File: config.mk
export PLATFORM = sky130hd
export DESIGN_NAME = fetch_redirect_ctrl
export DESIGN_NICKNAME = d
export VERILOG_FILES = /design/src/rtl/fetch_redirect_ctrl.sv
export SDC_FILE = /design/constraint.sdc
export NUM_CORES = 1
export LEC_CHECK = 0
export BUFFER_PORTS_ARGS = -buffer_cell sky130_fd_sc_hd__buf_2
export CAP_MARGIN = 20
export CORE_AREA = 2 2 130 132
export DETAILED_ROUTE_END_ITERATION = 8
export DIE_AREA = 0 0 132 134
export MAX_ROUTING_LAYER = met4
export SETUP_SLACK_MARGIN = 0.05
export SLEW_MARGIN = 20
export SYNTH_ARGS = -nofsm -noshare
export SYNTH_HDL_FRONTEND = slang
export SYNTH_SLANG_ARGS = --single-unit
File: constraint.sdc
create_clock -name clk -period 2.4 [get_ports clk]
set_clock_uncertainty 0.15 [all_clocks]
set_input_delay 0.24 -clock clk [delete_from_list [all_inputs] [get_ports clk]]
set_output_delay 0.24 -clock clk [all_outputs]
set_load 0.03 [all_outputs]
File: src/rtl/fetch_redirect_ctrl.sv
// Fetch PC owner for the 3-stage core: drives the sync-read instruction memory,
// delivers the decode instruction/PC and squashes wrong-path slots after a redirect.
module fetch_redirect_ctrl #(
    parameter logic [31:0] RESET_PC = 32'h4000_0000,
    parameter logic [31:0] NOP_INST = 32'h0000_0013
) (
    input  logic        clk,
    input  logic        rst_n,
    input  logic        stall,
    input  logic        redirect,
    input  logic [31:0] redirect_target,
    input  logic [31:0] inst_rdata,
    output logic [31:0] imem_addr,
    output logic        imem_en,
    output logic [31:0] inst_id,
    output logic [31:0] pc_id,
    output logic        flush_ex,
    output logic [31:0] fetch_count
);

    localparam int unsigned XLEN      = 32;
    localparam int unsigned INST_BYTES = 4;

    typedef enum logic [1:0] {
        BOOT = 2'd0,
        RUN  = 2'd1,
        KILL = 2'd2
    } state_e;

    state_e            state;
    state_e            state_nxt;
    logic [XLEN-1:0]   pc_f;
    logic [XLEN-1:0]   pc_f_nxt;
    logic [XLEN-1:0]   pc_d;
    logic [XLEN-1:0]   pc_d_nxt;
    logic [XLEN-1:0]   count_nxt;
    logic [XLEN-1:0]   target_aligned;

    // Low target bits are dropped; misaligned targets are not trapped here.
    assign target_aligned = redirect_target & ~XLEN'(3);

    // State and datapath registers.
    always_ff @(posedge clk or negedge rst_n) begin
        if (!rst_n) begin
            state       <= BOOT;
            pc_f        <= RESET_PC;
            pc_d        <= '0;
            fetch_count <= '0;
        end else begin
            state       <= state_nxt;
            pc_f        <= pc_f_nxt;
            pc_d        <= pc_d_nxt;
            fetch_count <= count_nxt;
        end
    end

    // Next-state, next-PC and decode-side outputs.
    always_comb begin
        state_nxt = state;
        pc_f_nxt  = pc_f;
        pc_d_nxt  = pc_d;
        count_nxt = fetch_count;
        flush_ex  = 1'b0;
        inst_id   = NOP_INST;

        if (state == RUN) begin
            inst_id = inst_rdata;
        end

        if (!stall) begin
            pc_d_nxt = pc_f;
            // The RUN-state instruction already reached ID, so it counts even if squashed in EX.
            if (state == RUN) begin
                count_nxt = fetch_count + XLEN'(1);
            end
            if (redirect) begin
                pc_f_nxt  = target_aligned;
                state_nxt = KILL;
                flush_ex  = 1'b1;
            end else begin
                pc_f_nxt  = pc_f + XLEN'(INST_BYTES);
                state_nxt = RUN;
            end
        end
    end

    assign imem_addr = pc_f;
    assign imem_en   = !stall;
    assign pc_id     = pc_d;

endmodule

# --- Word-level counts from Yosys, hierarchy flattened ---
# Index checks and enable logic that the tools add are counted.
totals:
  regBits: 98
  inputBits: 68
  output_inout_bits: 130
  word_cells: 15
op_classes:
  n_addsub: 2
  n_eq_ne: 1
  muxes: 5
  n_bitwise: 1
  reduce_logical: 2
ops:
  columns: ["operator", "n"]
  rows:
  - ["32-bit 2-to-1 mux", 2]
  - ["32-bit by 1-bit adder with 32-bit output, second input constant", 1]
  - ["32-bit by 3-bit adder with 32-bit output, second input constant", 1]
  - ["2-bit by 1-bit equality test with 1-bit output, second input constant", 1]
  - ["1-bit 2-to-1 mux", 2]
  - ["2-bit 2-to-1 mux", 1]
  - ["2-bit AND reduction", 1]
  - ["1-bit logical NOT", 1]
  - ["1-bit inverter", 1]

# --- Longest topological paths before layout ---
depth:
  depth_word: 2
  depth_mapped: 7
  mapped_depth_nobuf: 6

# --- Worst setup path after synthesis ---
# No wires, ideal clock.
synth_timing:
  kind: "register -> register"
  start: "register fetch_count[2]"
  end: "register fetch_count[31]"
  setup_time_ns: 0.080
  arrival_time_ns: 1.898
  required_ns: 2.170
  setup_slack_ns: 0.271
  stages_incl_launch_ff: 7
  path_buffers: 1
  period_less_slack_ns: 2.129
  cell_sequence: "dfrtp_1 and4bb_2 nand4_1 or4_1 buf_2 nor3_2 xor2_1"
synth_via:
  elab_chain_len: 1
synth_lines:
  columns: ["element", "line", "text"]
  rows:
  - ["start, declared", "18", "output logic [31:0] fetch_count"]
  - ["start signal, assigned", "53", "fetch_count <= count_nxt;"]
  - ["32-bit by 1-bit adder with 32-bit output", "74", "count_nxt = fetch_count + XLEN'(1);"]
# No other way between the ends.
# A chain may end at the register's enable or synchronous reset.

# --- Worst setup path in the final report ---
layout_timing:
  start: "register state[1]"
  end: "register fetch_count[31]"
layout_via:
  elab_chain_len: 2
layout_lines:
  columns: ["element", "line", "text"]
  rows:
  - ["start, declared", "30", "state_e state;"]
  - ["start signal, assigned", "50", "state <= state_nxt;"]
  - ["2-bit by 1-bit equality test with 1-bit output", "73", "if (state == RUN) begin"]
  - ["2-bit AND reduction (no line)", null, null]
# No other way between the ends.

==> impl_metrics.json <==
{
  "status": "finished clean",
  "grt_overflow": 0,
  "dr_wl_met2_mm": 6.42,
  "ys_async_sr_fraction_pct": 100,
  "fillers": 1668,
  "path_class": "flop to flop",
  "synth_warnings": 0,
  "hold_class": "input port to flop",
  "dieWidth_um": 132,
  "synthCells": 477,
  "cp-end-kind": "flop",
  "antenna_found_initial": 0,
  "slowest_delay_ns": 0.72,
  "crit_fanout": 7,
  "clkLatencyLatePin_ns": 0.34,
  "tightest_slew_ns": 0.712,
  "synth_top_flop_cell": "dfrtp_1",
  "hold_violations": 0,
  "diodes": 0,
  "cp.arrival_ns": 2.32,
  "met3_length_um": 510,
  "finalSetupViolations": 0,
  "routed_wl_mm": 13.5,
  "rsz0062_at_grt": "no",
  "postCtsSetupBuffers": 0,
  "post-place-cells": 884,
  "layout_min_cycle_time_ns": 2.20,
  "numCtsBuffers": 9,
  "cts_max_level": 3,
  "max_slew_margin_pct": 52.5,
  "rows": 47,
  "clockBufferDepth": 2,
  "finalSetupTns_ns": 0,
  "grt_pass1_wl_mm": 21.5,
  "gp_congestion": 0.793,
  "grt_max_degree": 63,
  "numPortBuffers": 191,
  "routed.top_layer": "met4",
  "mostFrequentLayoutCell": "buf_2",
  "ys_seq_area_share_pct": 49.2,
  "clkTransAtPathRegs_ns": 0.07,
  "clock.fmax_mhz": 454,
  "grtUsageTotal_pct": 15.5,
  "drt-met1-wl_mm": 6.28,
  "synth_seq_cells": 94,
  "maxCapViolations": 0,
  "layout_common_cells": "buf_2, dfrtp_1, nand2_1",
  "vdd_drop_max_uv": 444,
  "synth_cell_types": 39,
  "root_buffer": "clkbuf_16",
  "cp.required_ns": 2.51,
  "p_per_area_nw_per_um2": 739,
  "post-route-period-util_pct": 91.8,
  "synth_edf_count": 0,
  "fp.dieH_um": 134,
  "via_count": 4281,
  "area_growth_pct": 36.5,
  "drcViolationCount": 0,
  "final_cell_count_no_fill": 917,
  "io_pins": 198,
  "syn_area_um2": 4790,
  "ant_nets": 0,
  "cts_tree": "done",
  "drv_slew": 0,
  "avgSynthCellArea_um2": 10.0,
  "drive_gt1_share_pct": 37.4,
  "finalPower_mw": 4.82,
  "start_util_pct": 29.4,
  "first_pass_iters": 4,
  "slowest_stage": "or4_1",
  "p_leak_nw": 3.28,
  "path_cells": "and4bb_2 > nand4_1 > or4_1 > nor3_2 > xor2_1",
  "drtIter0Drc": 208,
  "cts.sinks": 94,
  "core-area_um2": 16300,
  "die_area_um2": 17700,
  "grt_pass1_vias": 4060,
  "startpoint_type": "flop",
  "postCtsResizedCells": 0,
  "vias_per_cell": 4.67,
  "wire_per_inst_um": 14.7,
  "dp_hpwl_mm": 9.80,
  "nNetsFinal": 762
}
cells in the mapped netlist, drive strengths merged (3+ instances only):
| master | instances | area (um^2) |
|---|---|---|
| a21oi | 12 | 60.1 |
| a22oi | 19 | 143 |
| and2 | 35 | 219 |
| and3 | 9 | 56.3 |
| and4 | 3 | 26.3 |
| buf | 9 | 52.6 |
| clkbuf | 18 | 67.6 |
| dfrtp | 93 | 2330 |
| inv | 6 | 22.5 |
| mux2 | 28 | 315 |
| mux2i | 16 | 160 |
| nand2 | 54 | 203 |
| nand2b | 4 | 25.0 |
| nand3 | 33 | 165 |
| nand4 | 17 | 113 |
| nor2 | 25 | 93.8 |
| nor2b | 9 | 56.3 |
| nor3 | 10 | 70.1 |
| nor4 | 7 | 56.3 |
| o211ai | 3 | 22.5 |
| o21ai | 13 | 65.1 |
| o22ai | 8 | 50.1 |
| or3 | 3 | 18.8 |
| xnor2 | 15 | 131 |
| xor2 | 16 | 140 |
metrics by stage:
stage,area (um^2),hold WS (ns),util [%],worst slack (ns)
2_1_floorplan,4800,-0.206,-,0.271
3_3_place_gp,6100,0.143,37.4,0.216
3_5_place_dp,6100,0.147,37.4,0.211
4_1_cts,6530,0.00228,40.1,0.194
5_1_grt,6530,0.0189,40.1,0.0925
6_report,6530,0.0117,40.1,0.197
sequential cells by signal (all words and copies together) (netlist names):
name	flops
fetch_count	32
imem_addr	30
pc_id	30
state	2
cell type report:
type,count,area [um^2],share of cell area [%]
Clock inverter,2,10.0,0.153
Tap cell,220,275,4.21
Sequential cell,94,2350,36.0
Multi-Input combinational cell,353,2300,35.2
Clock buffer,14,254,3.89
Inverter,6,22.5,0.345
Timing Repair Buffer,228,1320,20.1
layer usage:
layer,global-route usage (%),up-vias
met5,-,-
met4,5.25,0
met3,2.91,17
met2,24.2,105
met1,20.3,2045
li1,-,2114
what timing repair did:
action,in CTS,in global routing
hold buffers,17,0
endpoints found under the setup margin,0,0
endpoints found under the hold margin,57,0
power by group:
part,switching [mW],leakage (nW),internal [mW],total [mW]
clock network,0.591,0.131,0.730,1.32
logic,0.952,1.99,0.505,1.46
registers,0.233,1.16,1.81,2.05
total,1.78,3.28,3.05,4.82
critical path: cells and delay by family (launching register included):
family                    cells  cell delay (ns)
and+or+nand+nor               4             1.44
DFF                           1             0.39
xor gates and xnor gates      1             0.15
kinds of logic after synthesis:
family	Yosys count	share of synthesized area, %
simple gates	213	23.9
flops	94	49.2
compound gates	59	7.71
mux	44	9.93
buf+inv	33	2.98
xor+xnor	31	5.67
fa+ha+maj	2	0.523
other cells	1	0.0784
path summary, 6_finish.rpt:
path                                                  start                           to  cells after the start  slack [ns]
worst min-delay path                     redirect_target[8]     imem_addr[8]$_DFFE_PN0N_                      3        0.01
max in group asynchronous                             rst_n    imem_addr[30]$_DFFE_PN1N_                      3        1.17
min in group asynchronous                             rst_n  fetch_count[30]$_DFFE_PN0P_                      2        0.30
worst max register to register         state[1]$_DFFE_PN0N_  fetch_count[31]$_DFFE_PN0P_                      5        0.20
worst max-delay path                   state[1]$_DFFE_PN0N_  fetch_count[31]$_DFFE_PN0P_                      5        0.20
worst min register to register  fetch_count[31]$_DFFE_PN0P_  fetch_count[31]$_DFFE_PN0P_                      1        0.31
Power figures use the tool's default switching activity.
